$ cat config.mk
export PLATFORM = sky130hd
export DESIGN_NAME = mux_rr_arbiter
export DESIGN_NICKNAME = d
export VERILOG_FILES = /design/src/rtl/mux_rr_arbiter.sv
export SDC_FILE = /design/constraint.sdc
export NUM_CORES = 1
export LEC_CHECK = 0
export CAP_MARGIN = 20
export CORE_UTILIZATION = 23
export CTS_CLUSTER_DIAMETER = 50
export DETAILED_ROUTE_END_ITERATION = 12
export GPL_TIMING_DRIVEN = 0
export PLACE_DENSITY_LB_ADDON = 0.12
export SETUP_SLACK_MARGIN = 0.5
export SYNTH_ARGS = -nofsm -noshare
export SYNTH_HDL_FRONTEND = slang
export SYNTH_SLANG_ARGS = --single-unit
$ cat constraint.sdc
create_clock -name clk -period 2.3 [get_ports clk]
set_clock_uncertainty 0.05 [all_clocks]
set_input_delay 0.46 -clock clk [delete_from_list [all_inputs] [get_ports clk]]
set_output_delay 0.46 -clock clk [all_outputs]
set_load 0.01 [all_outputs]
$ cat src/rtl/mux_rr_arbiter.sv
`default_nettype none
// ============================================================================
// Module   : mux_rr_arbiter
// Purpose  : Round-robin arbiter that shares a 4-to-1 mux between four
//            requesters. Ownership is registered so the mux select is stable
//            for the whole ownership period; handover between owners happens
//            on a single edge with no idle cycle.
// Ports    : clk       in   clock, rising edge
//            rst_n     in   asynchronous active-low reset
//            req       in   [NUM_REQ-1:0]   request vector
//            gnt       out  [NUM_REQ-1:0]   one-hot grant, zero when idle
//            sel       out  [SEL_WIDTH-1:0] mux select (holds while idle)
//            sel_valid out  high when gnt is non-zero
// Options  : `define MUX_ARB_TIMEOUT_EN to build the hold counter that forces
//            rotation after MAX_HOLD consecutive grant cycles when another
//            requester is waiting.
// Revision : 1.0  initial release
// ============================================================================
module mux_rr_arbiter #(
    parameter int NUM_REQ   = 4,
    parameter int SEL_WIDTH = 2,
    parameter int MAX_HOLD  = 8
) (
    input  logic                 clk,
    input  logic                 rst_n,
    input  logic [NUM_REQ-1:0]   req,
    output logic [NUM_REQ-1:0]   gnt,
    output logic [SEL_WIDTH-1:0] sel,
    output logic                 sel_valid
);

    localparam logic [0:0] ST_IDLE  = 1'b0;
    localparam logic [0:0] ST_GRANT = 1'b1;

    logic [0:0]           r_state;
    logic [0:0]           w_state_nxt;
    logic [SEL_WIDTH-1:0] r_ptr;
    logic [SEL_WIDTH-1:0] w_ptr_nxt;
    logic [SEL_WIDTH-1:0] r_sel;
    logic [SEL_WIDTH-1:0] w_sel_nxt;
    logic [NUM_REQ-1:0]   r_gnt;
    logic [NUM_REQ-1:0]   w_gnt_nxt;
    logic                 r_valid;
    logic                 w_valid_nxt;

    logic                 w_release;
    logic [SEL_WIDTH-1:0] w_search_ptr;
    logic [NUM_REQ-1:0]   w_search_mask;
    logic [SEL_WIDTH-1:0] w_idx;
    logic                 w_found;
    logic [SEL_WIDTH-1:0] w_win;
    logic [NUM_REQ-1:0]   w_win_onehot;

`ifdef MUX_ARB_TIMEOUT_EN
    localparam int                 HOLD_W   = $clog2(MAX_HOLD);
    localparam logic [HOLD_W-1:0]  HOLD_SAT = HOLD_W'(MAX_HOLD - 1);

    logic [HOLD_W-1:0] r_hold;
    logic [HOLD_W-1:0] w_hold_nxt;

    // Forced release only when someone else is actually waiting; otherwise
    // the owner keeps the mux and the counter stays saturated.
    assign w_release = !req[r_sel] ||
                       ((r_hold == HOLD_SAT) && (|(req & ~r_gnt)));
`else
    assign w_release = !req[r_sel];
`endif

    // ------------------------------------------------------------------
    // Priority search. While granting, the search starts just past the
    // current owner and the owner is masked out, which makes the old owner
    // lowest priority both for voluntary and for forced release.
    // ------------------------------------------------------------------
    always_comb begin
        if (r_state == ST_GRANT) begin
            w_search_ptr  = r_sel + SEL_WIDTH'(1);
            w_search_mask = req & ~r_gnt;
        end else begin
            w_search_ptr  = r_ptr;
            w_search_mask = req;
        end
    end

    always_comb begin
        w_found = 1'b0;
        w_win   = '0;
        w_idx   = '0;
        for (int i = 0; i < NUM_REQ; i++) begin
            // Index arithmetic wraps naturally because NUM_REQ == 2**SEL_WIDTH.
            w_idx = w_search_ptr + SEL_WIDTH'(i);
            if (!w_found && w_search_mask[w_idx]) begin
                w_found = 1'b1;
                w_win   = w_idx;
            end
        end
    end

    assign w_win_onehot = {{(NUM_REQ-1){1'b0}}, 1'b1} << w_win;

    // ------------------------------------------------------------------
    // State register
    // ------------------------------------------------------------------
    always_ff @(posedge clk or negedge rst_n) begin
        if (!rst_n) begin
            r_state <= ST_IDLE;
            r_ptr   <= '0;
            r_sel   <= '0;
            r_gnt   <= '0;
            r_valid <= 1'b0;
`ifdef MUX_ARB_TIMEOUT_EN
            r_hold  <= '0;
`endif
        end else begin
            r_state <= w_state_nxt;
            r_ptr   <= w_ptr_nxt;
            r_sel   <= w_sel_nxt;
            r_gnt   <= w_gnt_nxt;
            r_valid <= w_valid_nxt;
`ifdef MUX_ARB_TIMEOUT_EN
            r_hold  <= w_hold_nxt;
`endif
        end
    end

    // ------------------------------------------------------------------
    // Next-state logic
    // ------------------------------------------------------------------
    always_comb begin
        w_state_nxt = r_state;
        w_ptr_nxt   = r_ptr;
        w_sel_nxt   = r_sel;
        w_gnt_nxt   = r_gnt;
        w_valid_nxt = r_valid;
`ifdef MUX_ARB_TIMEOUT_EN
        w_hold_nxt  = r_hold;
`endif
        case (r_state)
            ST_IDLE: begin
                if (w_found) begin
                    w_state_nxt = ST_GRANT;
                    w_sel_nxt   = w_win;
                    w_gnt_nxt   = w_win_onehot;
                    w_valid_nxt = 1'b1;
`ifdef MUX_ARB_TIMEOUT_EN
                    w_hold_nxt  = '0;
`endif
                end
            end
            ST_GRANT: begin
                if (w_release) begin
                    w_ptr_nxt = w_search_ptr;
                    if (w_found) begin
                        // Direct handover: new owner on the same edge.
                        w_sel_nxt   = w_win;
                        w_gnt_nxt   = w_win_onehot;
                        w_valid_nxt = 1'b1;
`ifdef MUX_ARB_TIMEOUT_EN
                        w_hold_nxt  = '0;
`endif
                    end else begin
                        // sel keeps its value so the mux output stays stable.
                        w_state_nxt = ST_IDLE;
                        w_gnt_nxt   = '0;
                        w_valid_nxt = 1'b0;
                    end
                end else begin
`ifdef MUX_ARB_TIMEOUT_EN
                    if (r_hold != HOLD_SAT) begin
                        w_hold_nxt = r_hold + HOLD_W'(1);
                    end
`endif
                end
            end
            default: begin
                w_state_nxt = ST_IDLE;
                w_gnt_nxt   = '0;
                w_valid_nxt = 1'b0;
            end
        endcase
    end

    // ------------------------------------------------------------------
    // Outputs come straight from registers.
    // ------------------------------------------------------------------
    always_comb begin
        gnt       = r_gnt;
        sel       = r_sel;
        sel_valid = r_valid;
    end

endmodule
`default_nettype wire

==> results.txt, run 1 <==
- Count of flip-flops with a built-in enable after synthesis: 0
- The first global-routing pass estimated 2.97 mm of wire.
- Hpwl dp: 1.25 mm
* Layout cells sized above 1: 31.9%
- In this run the worst hold path is classified as flip-flop to flip-flop.
* Sum of met3 wire segment lengths after detailed routing: 42 um
* Commonest register cell after synthesis: dfrtp_1
- Peak Freq: 0.552 GHz
* Latest clock arrival within the worst-skew pair: 0.28 ns
- Starting utilization of the core area: 24.1%
* Antenna diodes: 0
- At the end of routability-driven placement, the weighted congestion stood at 0.770.
- Worst hold-check slack: 0.440 ns
- Final design area excluding fillers: 975 sq um
* Wire length on met1: 840 um
- In this run the mean area of a mapped cell was 9.38 sq um.
- In the layout the commonest cells are nand2_1, buf_4, dfrtp_1, clkdlybuf4s50_1, o21ai_0.
- Cell at the root of the clock tree: clkbuf_4
- Violation count after the first detailed-route iteration: 6
* Critical Path Slowest Stage Cell: dfrtp_1
- The number of hold-slack violations in the final timing report is 0.
- Floorplan die width: 55.8 um
- In this run the core area contains 19 standard-cell rows.
- The number of buffers and inverters on the critical path is 1.
- Post-detailed-route count of antenna-violating nets: 0
- Share of the core filled with cells: 35.3%
- Vias in the first global route: 624
- After synthesis, the share of flip-flops with an asynchronous set or reset is 100%.
- For this design the static power due to leakage is 0.435 nW.
* Area overhead of the layout relative to synthesis: 46.4%
- All-layer global routing usage: 12.7%
- Entering global routing, the biggest net connects 11 pins.
- Vias per cell: 5.05
- After technology mapping, the gate count stands at 71.
- Netlist area before placement: 666 sq um
- STA classifies the critical path endpoint as a flip-flop.
- Of all nets on the critical path, the largest fanout is 6.
- In this run the standard cell core region covers 2760 sq um.
* Met2 WL post-DR: 895 um
- During synthesis, Yosys emitted a total of 0 warnings.
* CP arrival: 1.92 ns
- FF-to-FF path depth: 6
* Synthesized net count: 77
- The flow ran to the end, and the final reports show no timing, DRC or antenna violations.
* Final worst-path cycle share: 78.8%
* GRT Residual Overflow: 0
- Slew headroom: 60.8%
- Final WL: 1.82 mm
* CTS tree: done
- The worst hold path passes through 2 cells.
- Top Ports: 13
- Setup repair after global routing could not meet its margin everywhere.
* Setup Crit Path Kind: flip-flop to flip-flop
- In this run, distinct cell masters in the synthesized netlist total 33.
- DIE AREA: 3110 sq um
- The number of antenna violations at the first check in global routing came to 0.
* Final sum of negative setup slack: 0 ns
- After synthesis the netlist holds a flip-flop and latch count of 10.
* Clock transition time at the flip-flop clock pins of the worst setup and hold paths: 0.07 ns
* Worst supply voltage drop on vdd: 0.496 mV
- The routed layout has 631 vias.
* Power density over the cells: 1320 nW/um^2
- Max-cap violations in this run came to 0.
* Sinks on the clock net: 10
- The clock passes through at most 2 buffers.
- Number of pins with negative max-slew slack in the final report: 0
- STA classifies the critical path startpoint as a flip-flop.
- Layout net count: 101
* Total power draw: 1.28 mW
* Worst-Margin Slew: 0.583 ns
- The placed instances occupy a cell area of 826 sq um.
- Detail-routed net length per standard cell: 14.6 um
* Most common cell after layout, fill and taps aside: nand2_1
* Number of cells on the critical path: 6
* Drc violations: 0
- Input/output buffers: 12
- Measured along the y axis, the die boundary spans 55.8 um.
- CP peak stage delay: 0.37 ns
- Final min period: 1.81 ns
- Share of the yosys chip area belonging to registers: 37.6%
- Number of endpoints failing setup at the final stage: 0
- Level count of the clock H-tree: 1
- STA puts the critical path data required time at 2.41 ns.
- Max Used Layer: met4
* Critical Path, Cell by Cell: buf_6 -> and3b_1 -> o21a_1 -> or2_4 -> a221o_2 -> a22o_1
- Critical path's top delay family: compound AO/OA/AOI/OAI gates
- Buffers inserted during clock tree synthesis total 3.
- Before antenna repair, the detailed router went through 4 iterations.
==> cell families (layout without fill, tap and decap cells) <==
| logic type | Yosys count | count (layout) | synth area share, % |
|---|---|---|---|
| AND/OR/NAND/NOR | 27 | 27 | 21.2 |
| AO/OA/AOI/OAI | 23 | 23 | 26.5 |
| multiplexers | 4 | 4 | 8.84 |
| flip-flops | 10 | 10 | 37.6 |
| XOR/XNOR | 1 | 1 | 1.32 |
| buffers and inverters | 6 | 29 | 4.51 |
==> layout make-up <==
type                    instances  area, sq um
plain buffers                   2         18.8
multi-input cells              55          448
inverters                       4         15.0
fillers                       293         1780
clock buffers                   4         26.3
well taps                      31         38.8
repair buffers                 19          173
flip-flops and latches         10          255
==> path summary, 6_finish.rpt <==
check / startpoint / to / slack, ns
setup reg to reg: r_state / gnt[0] / 0.49
min in group asynchronous: rst_n / r_state / 0.45
max in group asynchronous: rst_n / gnt[0] / 1.39
hold reg to reg: sel_valid / sel_valid / 0.44
setup / recovery: r_state / gnt[0] / 0.49
hold / removal: sel_valid / sel_valid / 0.44
==> per-stage QoR <==
stage                     setup WS (ns)  std cells
after floorplan                   0.524         71
after global placement           -0.206        114
after detailed placement         -0.167        114
after CTS                         0.454        123
after global routing              0.419        125
final                             0.487        125
==> report_power, final <==
part           total (mW)  internal (mW)  switching (mW)
Sequential          0.366          0.256           0.109
Combinational       0.785          0.443           0.342
Clock               0.132         0.0673          0.0647
Total                1.28          0.767           0.516
==> what timing repair did <==
| item | 4_1_cts | 5_1_grt |
|---|---|---|
| gates resized for setup | 21 | 5 |
| pin swaps | 5 | 3 |
| setup buffers | 5 | 2 |
| endpoints found under the setup margin | 11 | 9 |
| hold buffers | 0 | 0 |
| gates cloned | 0 | 0 |
| endpoints found under the hold margin | 0 | 0 |
==> sequential cells by signal, indices dropped and copies added (netlist names) <==
name / cells
r_state: 1
sel: 2
gnt: 4
sel_valid: 1
r_ptr: 2
==> cells in the mapped netlist, drive strengths merged (2+ instances only) <==
cell type  instances  area [sq um]
inv                4          15.0
nand2             12          45.0
dfrtp             10           250
mux2               2          22.5
o21ai              6          30.0
nand2b             2          12.5
nor2               3          11.3
nor2b              4          25.0
a22o               2          17.5
a21o               2          15.0
o22ai              2          12.5
==> worst reg2reg max path: cells and delay by family, from the launching register on <==
family / cells / cell delay [ns]
and+or+nand+nor: 2 / 0.40
AOI/OAI and AO/OA: 3 / 0.75
DFF: 1 / 0.37
buffers and inverters: 1 / 0.12
==> per-layer routing <==
metal	vias up	global-route usage, %
met5	-	0
met4	0	7.50
met3	5	2.09
met2	7	21.0
met1	306	15.6
li1	313	-
No activity file was read; power rests on OpenSTA's default activity.
==> inputs of run 2 (changes only) <==
clock period = 1.5 ns   (was 2.3 ns; I/O delays follow)
==> run 2 against run 1 <==
  * The flow now finishes with violations (setup timing)
  * Fmax shrank 2.8%
  * Count of clock-buffer cells in the layout is the same
  * Hold slack lost 0.14 ns
  * Sequential cell count is the same
  * Sequential power grew 50%
  * First-iteration DRC count grew to 3.5 times the previous value
  * Clock power grew 85%
  * Sequential share of layout area shrank 1.6 points
  * Via count grew 4.0%
  * Cell count grew 2.4%
  * Critical path type unchanged
==> results.txt, run 2 (synthesis gave the netlist of run 1 again) <==
- Run status: finished with violations
- Violated checks: setup timing
- Dividing total power by cell area gives a power density of 2130 nW/um^2.
- Counting the fill cells in the layout gives 292.
- Classification of the worst-slack hold path: input port to asynchronous set/reset pin
* First-pass GRT wire length: 2.99 mm
- Pre-CTS setup slack: -0.759 ns
- The signal on the critical path passes through buf_6 -> mux4_2 -> o22ai_4 -> mux2_4.
- Worst endpoint required time: 1.61 ns
- The largest individual stage delay along the critical path comes from the cell mux4_2.
- Vias per cell: 5.13
- Input/output buffers: 12
- Number of endpoints failing setup at the final stage: 11
- Max-cap violations in this run came to 0.
- Drc violations: 0
* DIE AREA: 3110 sq um
- The later pin in the worst-skew pair is clocked with a latency of 0.27 ns.
- Placed Area: 843 sq um
- For this run, the top clock speed supported by timing is 0.536 GHz.
* Clock transition time at the flip-flop clock pins of the worst setup and hold paths: 0.07 ns
- Violation count after the first detailed-route iteration: 21
* Final sum of negative setup slack: -2.66 ns
- Core Box Area: 2760 sq um
* Level count of the clock H-tree: 1
- The worst pin sits at a relative slew slack of 53.6%.
- Total clock buffers created by CTS: 3
- Cell at the root of the clock tree: clkbuf_4
* Minimum setup slack in the final design: -0.366 ns
- Flip-flop count of the largest register, all copies and words added: 4
- Global routing consumed, over all layers together, 12.9% of the routing resources.
* Final std cells w/o fill: 128
* Hpwl dp: 1.27 mm
* CP arrival: 1.98 ns
- Floorplan die width: 55.8 um
- Area overhead of the layout relative to synthesis: 55.5%
- For this run, the detailed router's first-pass iteration total came to 4.
* Highest-count cells in the layout ignoring fill and taps: nand2_1, buf_6, dfrtp_1, buf_4, o21ai_1
* Core Rows: 19
* Critical path's top delay family: multiplexers
- CTS tree: done
- RSZ-0062 raised after global routing: true
- Most common cell after layout, fill and taps aside: nand2_1
- Leak: 0.463 nW
- Starting utilization of the core area: 24.1%
- The repair_antennas step left the layout with diodes totalling 0.
- Sinks on the clock net: 10
* Routability Congestion: 0.786
* Antenna violations before repair: 0
* Worst-Margin Slew: 0.689 ns
- In this run, post-CTS hold repair placed 0 buffers.
* Share of the core filled with cells: 37.5%
- GRT Residual Overflow: 0
* Number of instances in the placed design: 114
* Critical Path Source Type: flip-flop
* Number of vias after detailed routing: 656
- Pin placement for this block handled 13 I/O pins.
- In the final design database the tool counted 104 nets.
* Critical path fanouts, max: 6
- Maximum number of pins on one net before global-route repair: 11
- Wires add up to 1.78 mm.
* CP peak stage delay: 0.57 ns
- Layout cells sized above 1: 45.4%
- Maximum buffer depth of the clock tree: 2
* Worst supply voltage drop on vdd: 0.900 mV
* Post-detailed-route count of antenna-violating nets: 0
- From bottom edge to top edge, the die measures 55.8 um.
- The setup path with the least slack is of type flip-flop to flip-flop.
- With fillers left out, the area of the finished cells amounts to 1030 sq um.
- In the finished design, the share of the clock period the worst path needs comes to 124%.
- STA classifies the critical path endpoint as a flip-flop.
- The number of pins exceeding their max-slew limit in the final report came to 0.
* Number of hold violations in the final report: 0
- The number of global-route vias before repair was 609.
- Together, buffers and inverters on the worst path number 1.
- Detail-routed net length per standard cell: 13.9 um
* Final min period: 1.87 ns
-- run 2: per-layer routing --
| layer | routed length [um] | GRT usage (%) | part of all wire, % |
|---|---|---|---|
| met1 | 855 | 16.7 | 48 |
| met2 | 816 | 19.4 | 46 |
| met3 | 63 | 3.26 | 3.5 |
| met4 | 42 | 7.50 | 2.4 |
| met5 | 0 | 0 | 0 |
-- run 2: worst paths after layout --
path	cells after the start	end	slack, ns	startpoint
setup / recovery	4	sel[1]	-0.37	sel[0]
hold / removal	1	r_ptr[1]	0.30	rst_n
setup reg to reg	4	sel[1]	-0.37	sel[0]
hold reg to reg	2	sel_valid	0.44	sel_valid
max in group asynchronous	1	gnt[1]	0.73	rst_n
min in group clk	2	sel_valid	0.44	sel_valid
-- run 2: through the flow --
step	power, mW	hold WS (ns)
after floorplan	1.15	-0.0456
after global placement	1.51	0.420
after detailed placement	1.49	0.429
after CTS	2.02	0.320
after global routing	2.37	0.326
final	2.20	0.302
-- run 2: what timing repair did --
action                     CTS  global route
setup buffers                7             3
gates cloned                 0             0
pin swaps                    4             7
setup endpoints to repair   17            17
resized for setup           43            17
-- run 2: final cells by class --
cell class	count	area [sq um]	share of cell area (%)
plain buffers	2	25.0	2.42
clock buffers	4	36.3	3.51
inverters	4	15.0	1.45
multi-input cells	55	470	45.5
flip-flops and latches	10	254	24.5
well taps	31	38.8	3.75
repair buffers	22	195	18.9
-- run 2: power by group --
part	internal (mW)	switching (mW)	total (mW)
clock	0.148	0.0959	0.244
combinational	0.805	0.604	1.41
sequential	0.391	0.159	0.550
total	1.34	0.860	2.20
